## src/rtl/program_loader_pkg.sv

```systemverilog
// Shared types and constants for the byte-stream program loader.
package program_loader_pkg;

  localparam int unsigned ByteW  = 8;
  localparam int unsigned WordW  = 32;
  localparam int unsigned CountW = 16;

  localparam logic [ByteW-1:0] MagicDefault    = 8'hA5;
  localparam logic [WordW-1:0] HaltWordDefault = 32'hFFFF_FFFF;

  typedef enum logic [3:0] {
    StIdle,
    StHdrLo,
    StHdrHi,
    StData,
    StCsum,
    StStart,
    StRun,
    StHalted,
    StError
  } state_e;

  // True while a frame is being received (header through checksum).
  function automatic logic in_frame(state_e s);
    return s inside {StHdrLo, StHdrHi, StData, StCsum};
  endfunction

endpackage

```

## src/rtl/program_loader_word_packer.sv

```systemverilog
// Assembles four little-endian bytes into a 32-bit word and pulses word_valid_o
// for one cycle after the fourth byte.
module program_loader_word_packer
  import program_loader_pkg::*;
(
  input  logic             clk_i,
  input  logic             clear_i,
  input  logic             byte_valid_i,
  input  logic [ByteW-1:0] byte_i,
  output logic             last_byte_o,
  output logic             word_valid_o,
  output logic [WordW-1:0] word_o
);

  logic [1:0]       idx_q, idx_d;
  logic [23:0]      shift_q, shift_d;
  logic [WordW-1:0] word_q, word_d;
  logic             valid_q, valid_d;

  always_comb begin
    idx_d   = idx_q;
    shift_d = shift_q;
    word_d  = word_q;
    valid_d = 1'b0;
    if (byte_valid_i) begin
      if (idx_q == 2'd3) begin
        word_d  = {byte_i, shift_q};
        valid_d = 1'b1;
        idx_d   = 2'd0;
      end else begin
        shift_d = {byte_i, shift_q[23:8]};
        idx_d   = idx_q + 2'd1;
      end
    end
  end

  always_ff @(posedge clk_i) begin
    if (clear_i) begin
      idx_q   <= '0;
      shift_q <= '0;
      word_q  <= '0;
      valid_q <= 1'b0;
    end else begin
      idx_q   <= idx_d;
      shift_q <= shift_d;
      word_q  <= word_d;
      valid_q <= valid_d;
    end
  end

  assign last_byte_o  = (idx_q == 2'd3);
  assign word_valid_o = valid_q;
  assign word_o       = word_q;

endmodule

```

## src/rtl/program_loader.sv

```systemverilog
// Frame receiver, instruction-memory writer and core run controller for piRISC.
// Core is held in reset except in StStart/StRun; done/err are decoded from state.
module program_loader
  import program_loader_pkg::*;
#(
  parameter int unsigned      ADDR_W      = 10,
  parameter int unsigned      TIMEOUT_CYC = 50000,
  parameter logic [ByteW-1:0] MAGIC       = MagicDefault,
  parameter logic [WordW-1:0] HALT_WORD   = HaltWordDefault
) (
  input  logic              clk,
  input  logic              reset,
  input  logic              rx_valid,
  input  logic [ByteW-1:0]  rx_data,
  output logic              rx_ready,
  output logic              imem_we,
  output logic [ADDR_W-1:0] imem_addr,
  output logic [WordW-1:0]  imem_wdata,
  output logic              core_reset,
  output logic              go_contr,
  input  logic [WordW-1:0]  ir_in,
  output logic              busy,
  output logic              done,
  output logic              err,
  output logic [ADDR_W:0]   words_loaded
);

  localparam int unsigned     TmoW     = $clog2(TIMEOUT_CYC + 1);
  localparam logic [TmoW-1:0] TmoLimit = TmoW'(TIMEOUT_CYC);
  localparam logic [CountW:0] MaxWords = (CountW + 1)'(2 ** ADDR_W);

  state_e              state_q, state_d;
  logic [ByteW-1:0]    cnt_lo_q, cnt_lo_d;
  logic [CountW-1:0]   count_q, count_d;
  logic [ByteW-1:0]    csum_q, csum_d;
  logic [TmoW-1:0]     tmo_q, tmo_d;
  logic [ADDR_W:0]     words_q, words_d;
  logic [ADDR_W-1:0]   addr_q, addr_d;

  logic              xfer, magic_hit, pk_last, pk_valid;
  logic [WordW-1:0]  pk_word;
  logic [CountW-1:0] hdr_count;
  logic [ADDR_W:0]   words_nxt;

  assign rx_ready  = !(state_q inside {StStart, StRun});
  assign xfer      = rx_valid && rx_ready;
  assign magic_hit = xfer && (rx_data == MAGIC) && (state_q inside {StIdle, StHalted, StError});
  assign hdr_count = {rx_data, cnt_lo_q};
  assign words_nxt = words_q + 1'b1;

  program_loader_word_packer u_packer (
    .clk_i        (clk),
    .clear_i      (reset || magic_hit),
    .byte_valid_i (xfer && (state_q == StData)),
    .byte_i       (rx_data),
    .last_byte_o  (pk_last),
    .word_valid_o (pk_valid),
    .word_o       (pk_word)
  );

  always_comb begin
    state_d  = state_q;
    cnt_lo_d = cnt_lo_q;
    count_d  = count_q;
    csum_d   = csum_q;
    words_d  = words_q;
    addr_d   = addr_q;
    tmo_d    = '0;

    if (in_frame(state_q) && !xfer && (tmo_q != TmoLimit)) begin
      tmo_d = tmo_q + 1'b1;
    end

    unique case (state_q)
      StIdle, StHalted, StError: begin
        if (magic_hit) begin
          state_d = StHdrLo;
          csum_d  = '0;
          words_d = '0;
        end
      end
      StHdrLo: begin
        if (xfer) begin
          cnt_lo_d = rx_data;
          csum_d   = csum_q ^ rx_data;
          state_d  = StHdrHi;
        end
      end
      StHdrHi: begin
        if (xfer) begin
          count_d = hdr_count;
          csum_d  = csum_q ^ rx_data;
          if ({1'b0, hdr_count} > MaxWords) begin
            state_d = StError;
          end else if (hdr_count == '0) begin
            state_d = StCsum;
          end else begin
            state_d = StData;
          end
        end
      end
      StData: begin
        if (xfer) begin
          csum_d = csum_q ^ rx_data;
          if (pk_last) begin
            words_d = words_nxt;
            addr_d  = words_q[ADDR_W-1:0];
            if (CountW'(words_nxt) == count_q) begin
              state_d = StCsum;
            end
          end
        end
      end
      StCsum: begin
        if (xfer) begin
          state_d = (rx_data == csum_q) ? StStart : StError;
        end
      end
      StStart: state_d = StRun;
      StRun: begin
        if (ir_in == HALT_WORD) begin
          state_d = StHalted;
        end
      end
      default: state_d = StIdle;
    endcase

    // An accepted byte always beats an expiring timeout.
    if (in_frame(state_q) && !xfer && (tmo_d == TmoLimit)) begin
      state_d = StError;
    end
  end

  always_ff @(posedge clk) begin
    if (reset) begin
      state_q  <= StIdle;
      cnt_lo_q <= '0;
      count_q  <= '0;
      csum_q   <= '0;
      tmo_q    <= '0;
      words_q  <= '0;
      addr_q   <= '0;
    end else begin
      state_q  <= state_d;
      cnt_lo_q <= cnt_lo_d;
      count_q  <= count_d;
      csum_q   <= csum_d;
      tmo_q    <= tmo_d;
      words_q  <= words_d;
      addr_q   <= addr_d;
    end
  end

  assign imem_we      = pk_valid;
  assign imem_addr    = addr_q;
  assign imem_wdata   = pk_word;
  assign core_reset   = !(state_q inside {StStart, StRun});
  assign go_contr     = (state_q == StRun);
  assign busy         = in_frame(state_q);
  assign done         = (state_q == StHalted);
  assign err          = (state_q == StError);
  assign words_loaded = words_q;

endmodule

```

## config.mk

```make
export PLATFORM = sky130hd
export DESIGN_NAME = program_loader
export DESIGN_NICKNAME = d
export VERILOG_FILES = /design/src/rtl/program_loader_pkg.sv /design/src/rtl/program_loader_word_packer.sv /design/src/rtl/program_loader.sv
export SDC_FILE = /design/constraint.sdc
export NUM_CORES = 1
export LEC_CHECK = 0
export ABC_CLOCK_PERIOD_IN_PS = 3240
export CORE_UTILIZATION = 33
export CTS_BUF_LIST = sky130_fd_sc_hd__clkbuf_16
export DETAILED_ROUTE_END_ITERATION = 6
export PLACE_DENSITY = 0.56
export SYNTH_ARGS = -nofsm -noshare
export SYNTH_HDL_FRONTEND = slang
export SYNTH_SLANG_ARGS = --single-unit
```

## constraint.sdc

```tcl
create_clock -name clk -period 3.24 [get_ports clk]
set_input_delay 0.81 -clock clk [delete_from_list [all_inputs] [get_ports clk]]
set_output_delay 0.81 -clock clk [all_outputs]
set_load 0.005 [all_outputs]
```

==> results.md, run 1 <==
- Status: finished, final reports clean
- Pins Over Slew Limit: 0
- Reg clk slew, reported paths: 0.06 ns
- CP Launch Point: state_q[2]
- Core Util, Final: 44.6%
- First DRT Iteration DRCs: 305
- Int Power: 0.00338 W
- Peak VDD IR: ~0.36 mV
- FF-to-FF Start: tmo_q[1]
- Slew HR: approximately 39%
- Die Wd: 139 microns
- GR Util All Layers: between 10% and 20%
- Worst Path Arrival: between 2 and 2.5 ns
- Final wirelength: 16600 microns
- FF+latch count, synth: 132
- Fin crit share: between 90 and 100%
- Commonest non-fill, non-tap cells in the layout: nand2_1, dfxtp_1, clkdlybuf4s50_1, a21oi_1, nor2_1
- Synth Net Count: 829
- Gate Count Post-Synth: 782
- Initial Util: around 34%
- Net Switching: ~0.0014 W
- Largest net degree at the start of global routing: 60
- Antenna cells: 0
- Die ar.: approximately 19000 sq um
- CORE AREA: 18200 sq um
- CTS Root Cell: clkbuf_16
- Router iterations before antenna repair: 4
- Syn avg cell area: a little under 8 sq um
- Hpwl dp: 11200 microns
- DRC viols: 0
- Setup violations, final: 0
- Drt via density: a little over 5
- RSZ-0062 raised after global routing: no
- Die height: 139 microns
- H-Tree Depth: 4
- Power per cell area: 595 nW/um^2
- P_leak: approximately 2.9 nW
- CTS max path bufs: 2
- Max cap viols: 0
- Reg power frac: 37.2%
- Post-DRT Antenna Nets: 0
- FFs w/ async S/R, synth: 0%
- Worst Path Class, Setup: reg -> out
- I/O Buffers: between 100 and 150
- Final hold vios: 0
- Crit Path Max Fanout: 12
- Wire length per cell: 15.0 microns
- # resized after CTS: 0
- Cell area after synthesis: 6220 sq um
- Sw Ratio: between 20% and 30%
- Num rows: 49
- Hold wc startpoint: u_packer.shift_q[2]
- Ys Warns: 0
- RePlAce Congestion: about 0.82
- Register area share after synthesis: 42.5%
- Most used DFF post-synth: dfxtp_1
- CTS Hold Bufs: 0
- Crit start category: flop
- Hold Path Class: reg -> reg
- Worst Max-Slew Pin Slew: 0.905 ns
- Initial antenna violation count: 0
- Leading cell type in the layout, fill and taps excluded: nand2_1
- CP Data Required Time: 2.43 ns
- Skew final: 0.00688 ns
- Clock sink count: 132
- Setup_tns: 0 ns
- Grt total ovfl: 0
- Worst skew pair latency: 0.42 ns
- Setup Fix Bufs, Post-CTS: 0
- Area Growth Syn to Fin: 30.5%
- Post-synth EDFFs: 0
- Combinational power share: 20.8%
- Fin nets: 913
- Fmax: 0.334 GHz
- First-pass GRT wire length: 27400 microns
- Post-synth cell types: ~70
- Clock Power Share: 42.0%
- Cts bufs inserted: 17
- Endpoint class of the critical path: primary output
- I/O Pins: 103
- Via Count: 5626
- Clock tree from TritonCTS: done
- Final Critical Period: approximately 3 ns
- Vias in the first global route: 5275
- Layout cells sized above 1: 8.53%
[critical path, stage by stage, from the launching register on]
cell and delay [ns]:
dfxtp_1 0.43, nor3_1 0.61, and2_1 0.22, clkdlybuf4s50_1 0.51
[routing by layer]
layer  GRT usage, %  wire, microns
met5              0              0
met4           5.38            195
met3           4.44            643
met2           28.5           7810
met1           23.1           7960
[cells by family after synthesis]
family	Yosys count	share of synthesized area, %
fa+ha+maj	4	0.805
compound gates	164	16.1
buf+inv	77	4.99
simple gates	347	27.0
mux	25	4.04
flops	132	42.5
xor+xnor	33	4.65
[synthesized netlist by cell type (all sizes together), types with 2 or more instances]
master / count / area share [%]
and3: 5 / 0.50
or3: 10 / 1.2
a211o: 2 / 0.28
nand2b: 6 / 0.60
o2111ai: 2 / 0.28
and4: 4 / 0.58
inv: 16 / 0.97
buf: 18 / 1.4
nand2: 146 / 8.8
nor4: 6 / 0.60
xnor2: 22 / 3.1
mux2i: 24 / 3.9
or2: 5 / 0.50
nand4: 20 / 2.3
o21a: 2 / 0.24
a21oi: 95 / 7.6
and4b: 3 / 0.50
o21ai: 26 / 2.1
a22oi: 2 / 0.24
dfxtp: 132 / 42
o31a: 4 / 0.58
o211ai: 4 / 0.48
nor2: 77 / 4.6
clkbuf: 43 / 2.6
o221ai: 2 / 0.28
nand3: 19 / 1.5
a211oi: 4 / 0.56
a2111oi: 3 / 0.82
nand3b: 11 / 1.3
xor2: 11 / 1.5
o311a: 2 / 0.32
a31oi: 4 / 0.40
nor3: 11 / 0.89
or4: 5 / 0.60
and2: 8 / 0.80
nor4bb: 2 / 0.32
ha: 4 / 0.80
nor2b: 4 / 0.40
[cell type report]
type | instances | area [sq um]
Inverter | 16 | 60.1
Timing Repair Buffer | 126 | 1230
Multi-Input combinational cell | 573 | 3270
Clock inverter | 15 | 191
Tap cell | 229 | 287
Fill cell | 1772 | 10100
Clock buffer | 17 | 425
Sequential cell | 132 | 2640
[per-stage QoR]
stage,setup slack (ns),hold WS (ns),power [W],cell area (sq um),std cells
detailed placement,0.193,0.444,0.00283,7500,1076
global placement,0.228,0.441,0.00284,7500,1076
floorplan,0.605,0.432,0.00251,6220,782
global route,0.152,0.473,0.00507,8110,1108
CTS,0.229,0.457,0.00488,8110,1108
finish,0.250,0.453,0.00483,8110,1108
[worst paths after layout]
path	cells past startpoint	slack (ns)	to
max	3	0.25	err
max reg2reg	7	0.60	state_q[2]
min reg2reg	2	0.45	u_packer.word_o[2]
min	2	0.45	u_packer.word_o[2]
[state kept, by name (all words and copies together), names as in the netlist]
register,flops
u_packer.shift_q,24
words_loaded,11
csum_q,8
u_packer.idx_q,2
cnt_lo_q,8
state_q,4
u_packer.word_valid_o,1
tmo_q,16
u_packer.word_o,32
count_q,16
imem_addr,10
[power by group through the flow]
stage | Sequential (W) | Combinational, W | Clock (W)
floorplan | 0.00178 | 0.000729 | 0
global placement | 0.00183 | 0.00102 | 0
detailed placement | 0.00183 | 0.00100 | 0
CTS | 0.00179 | 0.00101 | 0.00208
global route | 0.00181 | 0.00111 | 0.00215
finish | 0.00179 | 0.00101 | 0.00203
Note: power is estimated with default switching activity, not from simulation.
==> inputs of run 2 (changes only) <==
DONT_BUFFER_PORTS = 1   (was unset)
PLACE_DENSITY = 0.49   (was 0.56)
RECOVER_POWER = 100   (was unset)
==> run 2 against run 1 <==
  * Sequential share of layout area increased by 5.8 points
  * Clock power decreased by 7%
  * Count of clock-buffer cells in the layout unchanged
  * Power decreased by 6.7%
  * Largest cell class unchanged
  * Largest power group unchanged
  * Highest routed layer unchanged
==> results.md, run 2 (synthesis gave the netlist of run 1 again) <==
- Largest register FFs: 32 (unchanged)
- Skew final: 0.00786 ns (+0.000977 ns)
- Slack of the critical path: 0.534 ns (+0.285 ns)
- Hpwl dp: 11500 microns (+2.1%)
- Register-to-Register Path Depth: 5 (-2)
- Worst Path Class, Setup: reg -> reg
- Grt total ovfl: 0 (unchanged)
- Via Count: 5331 (-5.2%)
- Area Growth Syn to Fin: 10.7%
- RSZ-0062 raised after global routing: no
- Vias in the first global route: 5259 (-0.30%)
- Cts bufs inserted: 17 (unchanged)
- Worst Max-Slew Pin Slew: 1.17 ns (+0.265 ns)
- I/O Buffers: 0 (-100%)
- First DRT Iteration DRCs: 269 (-12%)
- Hold Path Class: reg -> reg
- GR Util All Layers: 17.6% (-0.068 points)
- H-Tree Depth: 4 (unchanged)
- Die ar.: 19400 sq um (unchanged)
- CP Data Required Time: 3.58 ns (+1.15 ns)
- Fmax: 0.370 GHz (+11%)
- DRC viols: 0 (unchanged)
- Min-Delay Path Depth: 2 (unchanged)
- Total power: 0.00450 W (-6.7%)
- Router iterations before antenna repair: 4 (unchanged)
- Fillers: 1859 (+4.9%)
- First-pass GRT wire length: 27000 microns (-1.2%)
- I/O Pins: 103 (unchanged)
- R2R setup slack: 0.53 ns (-0.07 ns)
- Num rows: 49 (unchanged)
- Peak VDD IR: 0.372 mV (+2.6%)
- CTS max path bufs: 2 (unchanged)
- Worst skew pair latency: 0.42 ns (about the same)
- DP Worst Slack: 0.575 ns (+0.382 ns)
- Slew HR: 21.2% (-18 points)
- Leading cell type in the layout, fill and taps excluded: nand2_1
- Max cap viols: 0 (unchanged)
- Final instance area: 6880 sq um (-15%)
- Endpoint class of the critical path: flop
- CTS Hold Bufs: 0 (unchanged)
- CP max stage cell: o21ai_0
- Setup violations, final: 0 (unchanged)
- # resized after CTS: 0 (unchanged)
- Final wirelength: 16500 microns (-0.75%)
- FF-to-FF Start: state_q[1]
- P_leak: 2.38 nW (-17%)
- Fin nets: 797 (-13%)
- Hold WS: 0.457 ns (+0.00374 ns)
- Clock tree from TritonCTS: done
- Drt via density: 5.37 (+5.8%)
- Reg2reg end: csum_q[2]
- Min-Delay Endpoint: u_packer.shift_q[0]
- Post-DRT Antenna Nets: 0 (unchanged)
- Setup Fix Bufs, Post-CTS: 0 (unchanged)
- Placed cell areas: 6350 sq um (-15%)
- Pins Over Slew Limit: 0 (unchanged)
- Commonest non-fill, non-tap cells in the layout: nand2_1, dfxtp_1, a21oi_1, nor2_1, o21ai_0
- Initial Util: 34.2% (unchanged)
- Initial antenna violation count: 0 (unchanged)
- Cell Chain, Critical Path: o21ai_0, nor2_1, nor2_1, o21ai_0, a21oi_1
- Power per cell area: 654 nW/um^2 (+9.9%)
- Status: finished, final reports clean
- Final Critical Period: 2.71 ns (-0.285 ns)
- Layout cells sized above 1: 6.82% (-1.7 points)
- Crit Path Max Fanout: 14 (+2)
- CORE AREA: 18200 sq um (unchanged)
- Setup_tns: 0 ns (unchanged)
- Final hold vios: 0 (unchanged)
- Crit start category: flop
- CTS Root Cell: clkbuf_16
- Antenna cells: 0 (unchanged)
- Die height: 139 microns (unchanged)
- Max incr delay on CP: 0.98 ns (+0.37 ns)
- Hold wc startpoint: u_packer.shift_q[0]
- Clock sink count: 132 (unchanged)
- Die Wd: 139 microns (unchanged)
- Kind of cell adding the most delay to the critical path: compound AO/OA/AOI/OAI gates
- RePlAce Congestion: 0.839 (+1.8%)
- Critical path buffers and inverters: 0 (-1)
- Fin crit share: 83.5% (-8.8 points)
- Largest net degree at the start of global routing: 60 (unchanged)
- Worst Path Arrival: 3.05 ns (+0.87 ns)
- Reg clk slew, reported paths: 0.06 ns (about the same)
- Wire length per cell: 16.6 microns (+11%)
run 2: where the power goes:
| part | leakage (nW) | total [W] | switching [W] | internal, W |
|---|---|---|---|---|
| Combinational | 1.03 | 0.000807 | 0.000477 | 0.000329 |
| Clock | 0.285 | 0.00188 | 0.000741 | 0.00114 |
| Sequential | 1.06 | 0.00182 | 0.000118 | 0.00170 |
run 2: worst max-delay path by stage:
stage | from | to | depth (start not counted)
finish | state_q[1] | csum_q[2] | 5
global route | state_q[0] | csum_q[2] | 5
CTS | tmo_q[0] | state_q[2] | 7
detailed placement | rx_data[3] | state_q[1] | 6
global placement | rx_data[1] | state_q[0] | 6
floorplan | rx_data[3] | state_q[1] | 7
run 2: layout make-up:
| class | count | area [sq um] | share of cell area (%) |
|---|---|---|---|
| Clock inverter | 15 | 156 | 2.27 |
| Tap cell | 229 | 287 | 4.16 |
| Sequential cell | 132 | 2640 | 38.4 |
| Multi-Input combinational cell | 573 | 3250 | 47.2 |
| Timing Repair Buffer | 10 | 65.1 | 0.945 |
| Clock buffer | 17 | 425 | 6.18 |
| Inverter | 16 | 60.1 | 0.873 |
run 2: layer usage:
layer / up-vias / global-route usage, % / routed length, microns
li1: 2636 / - / -
met2: 109 / 29.3 / 7930
met4: 0 / 6.61 / 270
met5: - / 0 / 0
met3: 20 / 5.51 / 831
met1: 2566 / 21.2 / 7450
run 2: tightest hold or removal path, stage by stage (launching register included):
cell and delay (ns):
dfxtp_1 0.31, nand2_1 0.05, a21oi_1 0.05
run 2: stage by stage:
step | util (%) | instances
floorplan | - | 782
global placement | 34.9 | 960
detailed placement | 34.9 | 960
CTS | 38.1 | 992
global route | 37.8 | 992
finish | 37.8 | 992
==> inputs of run 3 (changes only) <==
ABC_CLOCK_PERIOD_IN_PS = 2600   (was 3240)
clock period = 2.6 ns   (was 3.24 ns; I/O delays follow)
==> run 3 against run 2 <==
  * Critical path depth is 2 lower
  * Worst setup slack worse by 0.38 ns
  * Die area stayed put
  * Worst hold slack worse by 0.15 ns
  * Highest routed layer unchanged
==> results.md, run 3 (synthesis gave the netlist of run 1 again) <==
- H-Tree Depth: 4 (unchanged)
- Seq. cell area: 2640 sq um (unchanged)
- Register-to-Register Path Depth: 7 (+2)
- Worst Max-Slew Pin Slew: 1.13 ns (-0.0356 ns)
- Antenna cells: 0 (unchanged)
- Skew final: 0.00648 ns (-0.00138 ns)
- I/O Pins: 103 (unchanged)
- Commonest non-fill, non-tap cells in the layout: nand2_1, dfxtp_1, a21oi_1, nor2_1, o21ai_0
- Post-DRT Antenna Nets: 0 (unchanged)
- CTS max path bufs: 2 (unchanged)
- Hold Path Class: in -> reg
- Grt total ovfl: 0 (unchanged)
- Die Wd: 139 microns (unchanged)
- Setup_tns: 0 ns (unchanged)
- Final wirelength: 16500 microns (about the same)
- Largest net degree at the start of global routing: 58 (-3.3%)
- Via Count: 5449 (+2.2%)
- DP Worst Slack: 0.173 ns (-0.401 ns)
- Fillers: 1833 (-1.4%)
- CTS Hold Bufs: 0 (unchanged)
- Power per cell area: 792 nW/um^2 (+21%)
- RePlAce Congestion: 0.876 (+4.3%)
- Reg clk slew, reported paths: 0.06 ns (about the same)
- Min-Delay Path Depth: 1 (-1)
- Setup violations, final: 0 (unchanged)
- Crit start category: flop
- Leading cell type in the layout, fill and taps excluded: nand2_1
- Area of the multi-input gates: 3270 sq um (+0.85%)
- P_leak: 2.46 nW (+3.5%)
- CTS Root Cell: clkbuf_16
- Final hold vios: 0 (unchanged)
- Worst skew pair latency: 0.42 ns (about the same)
- Clock sink count: 132 (unchanged)
- First-pass GRT wire length: 27200 microns (+0.51%)
- Worst Path Arrival: 1.80 ns (-1.25 ns)
- First DRT Iteration DRCs: 370 (+38%)
- DRC viols: 0 (unchanged)
- Die height: 139 microns (unchanged)
- Fin nets: 820 (+2.9%)
- RSZ-0062 raised after global routing: no
- CP Data Required Time: 1.95 ns (-1.63 ns)
- Fin crit share: 94.1%
- Setup Fix Bufs, Post-CTS: 0 (unchanged)
- Vias in the first global route: 5220 (-0.74%)
- Fmax: 0.409 GHz
- CORE AREA: 18200 sq um (unchanged)
- I/O Buffers: 0 (unchanged)
- Largest register FFs: 32 (unchanged)
- Drt via density: 5.37 (-0.10%)
- Endpoint class of the critical path: primary output
- Initial antenna violation count: 0 (unchanged)
- Hpwl dp: 11800 microns (+3.1%)
- Slew HR: 24.4% (+3.2 points)
- Wire length per cell: 16.2 microns (-2.3%)
- Clock tree from TritonCTS: done
- Crit Path Max Fanout: 14 (unchanged)
- Cts bufs inserted: 17 (unchanged)
- Slack of the critical path: 0.154 ns (-0.380 ns)
- Status: finished, final reports clean
- Final Critical Period: 2.45 ns
- # resized after CTS: 0 (unchanged)
- Pins Over Slew Limit: 0 (unchanged)
- Peak VDD IR: 0.457 mV (+23%)
- Num rows: 49 (unchanged)
- Layout cells sized above 1: 9.29% (+2.5 points)
- GR Util All Layers: 17.6% (-0.028 points)
- Router iterations before antenna repair: 5 (+1)
- Max cap viols: 0 (unchanged)
- Area Growth Syn to Fin: 12.9%
- Initial Util: 34.2% (unchanged)
- Die ar.: 19400 sq um (unchanged)
- Worst Path Class, Setup: reg -> out
==> run 3: layout make-up <==
| class | instances | share of cell area (%) |
|---|---|---|
| sequential | 132 | 37.6 |
| inverter | 16 | 0.856 |
| clock buffer | 17 | 6.06 |
| tap | 229 | 4.08 |
| clock inverter | 15 | 1.71 |
| timing repair buffer | 33 | 3.01 |
| multi-input combinational | 573 | 46.6 |
==> run 3: critical path, stage by stage, from the launching register on <==
cell and delay (ns):
dfxtp_1 0.46, nor3_1 0.58, nor3_1 0.16, buf_4 0.18
==> run 3: stage by stage <==
stage / power, W / utilization, % / hold WS [ns] / instances / instance area [sq um]
after detailed placement: 0.00339 / 35.9 / 0.451 / 983 / 6540
after global placement: 0.00338 / 35.9 / 0.449 / 983 / 6540
final: 0.00556 / 38.5 / 0.312 / 1015 / 7020
after global routing: 0.00584 / 38.5 / 0.288 / 1015 / 7020
after CTS: 0.00563 / 38.9 / 0.284 / 1015 / 7080
after floorplan: 0.00312 / - / 0.432 / 782 / 6220
==> run 3: report_power, final <==
| group | total, W | switching [W] | leakage [nW] | internal (W) |
|---|---|---|---|---|
| clock | 0.00221 | 0.000973 | 0.269 | 0.00124 |
| combinational | 0.00108 | 0.000611 | 1.12 | 0.000467 |
| sequential | 0.00227 | 0.000149 | 1.06 | 0.00212 |
==> run 3: final timing paths <==
| check | from | to | slack [ns] |
|---|---|---|---|
| max | state_q[0] | busy | 0.15 |
| min | reset | state_q[3] | 0.31 |
| max reg2reg | count_q[11] | state_q[1] | 0.17 |
| min reg2reg | u_packer.shift_q[5] | u_packer.word_o[5] | 0.46 |
==> run 3: per-layer routing <==
layer | GRT usage, % | wire, microns | vias to the layer above
met4 | 7.43 | 351 | 0
met5 | 0 | 0 | -
met2 | 28.9 | 7950 | 126
met1 | 21.5 | 7310 | 2606
met3 | 4.89 | 868 | 32
li1 | - | - | 2685
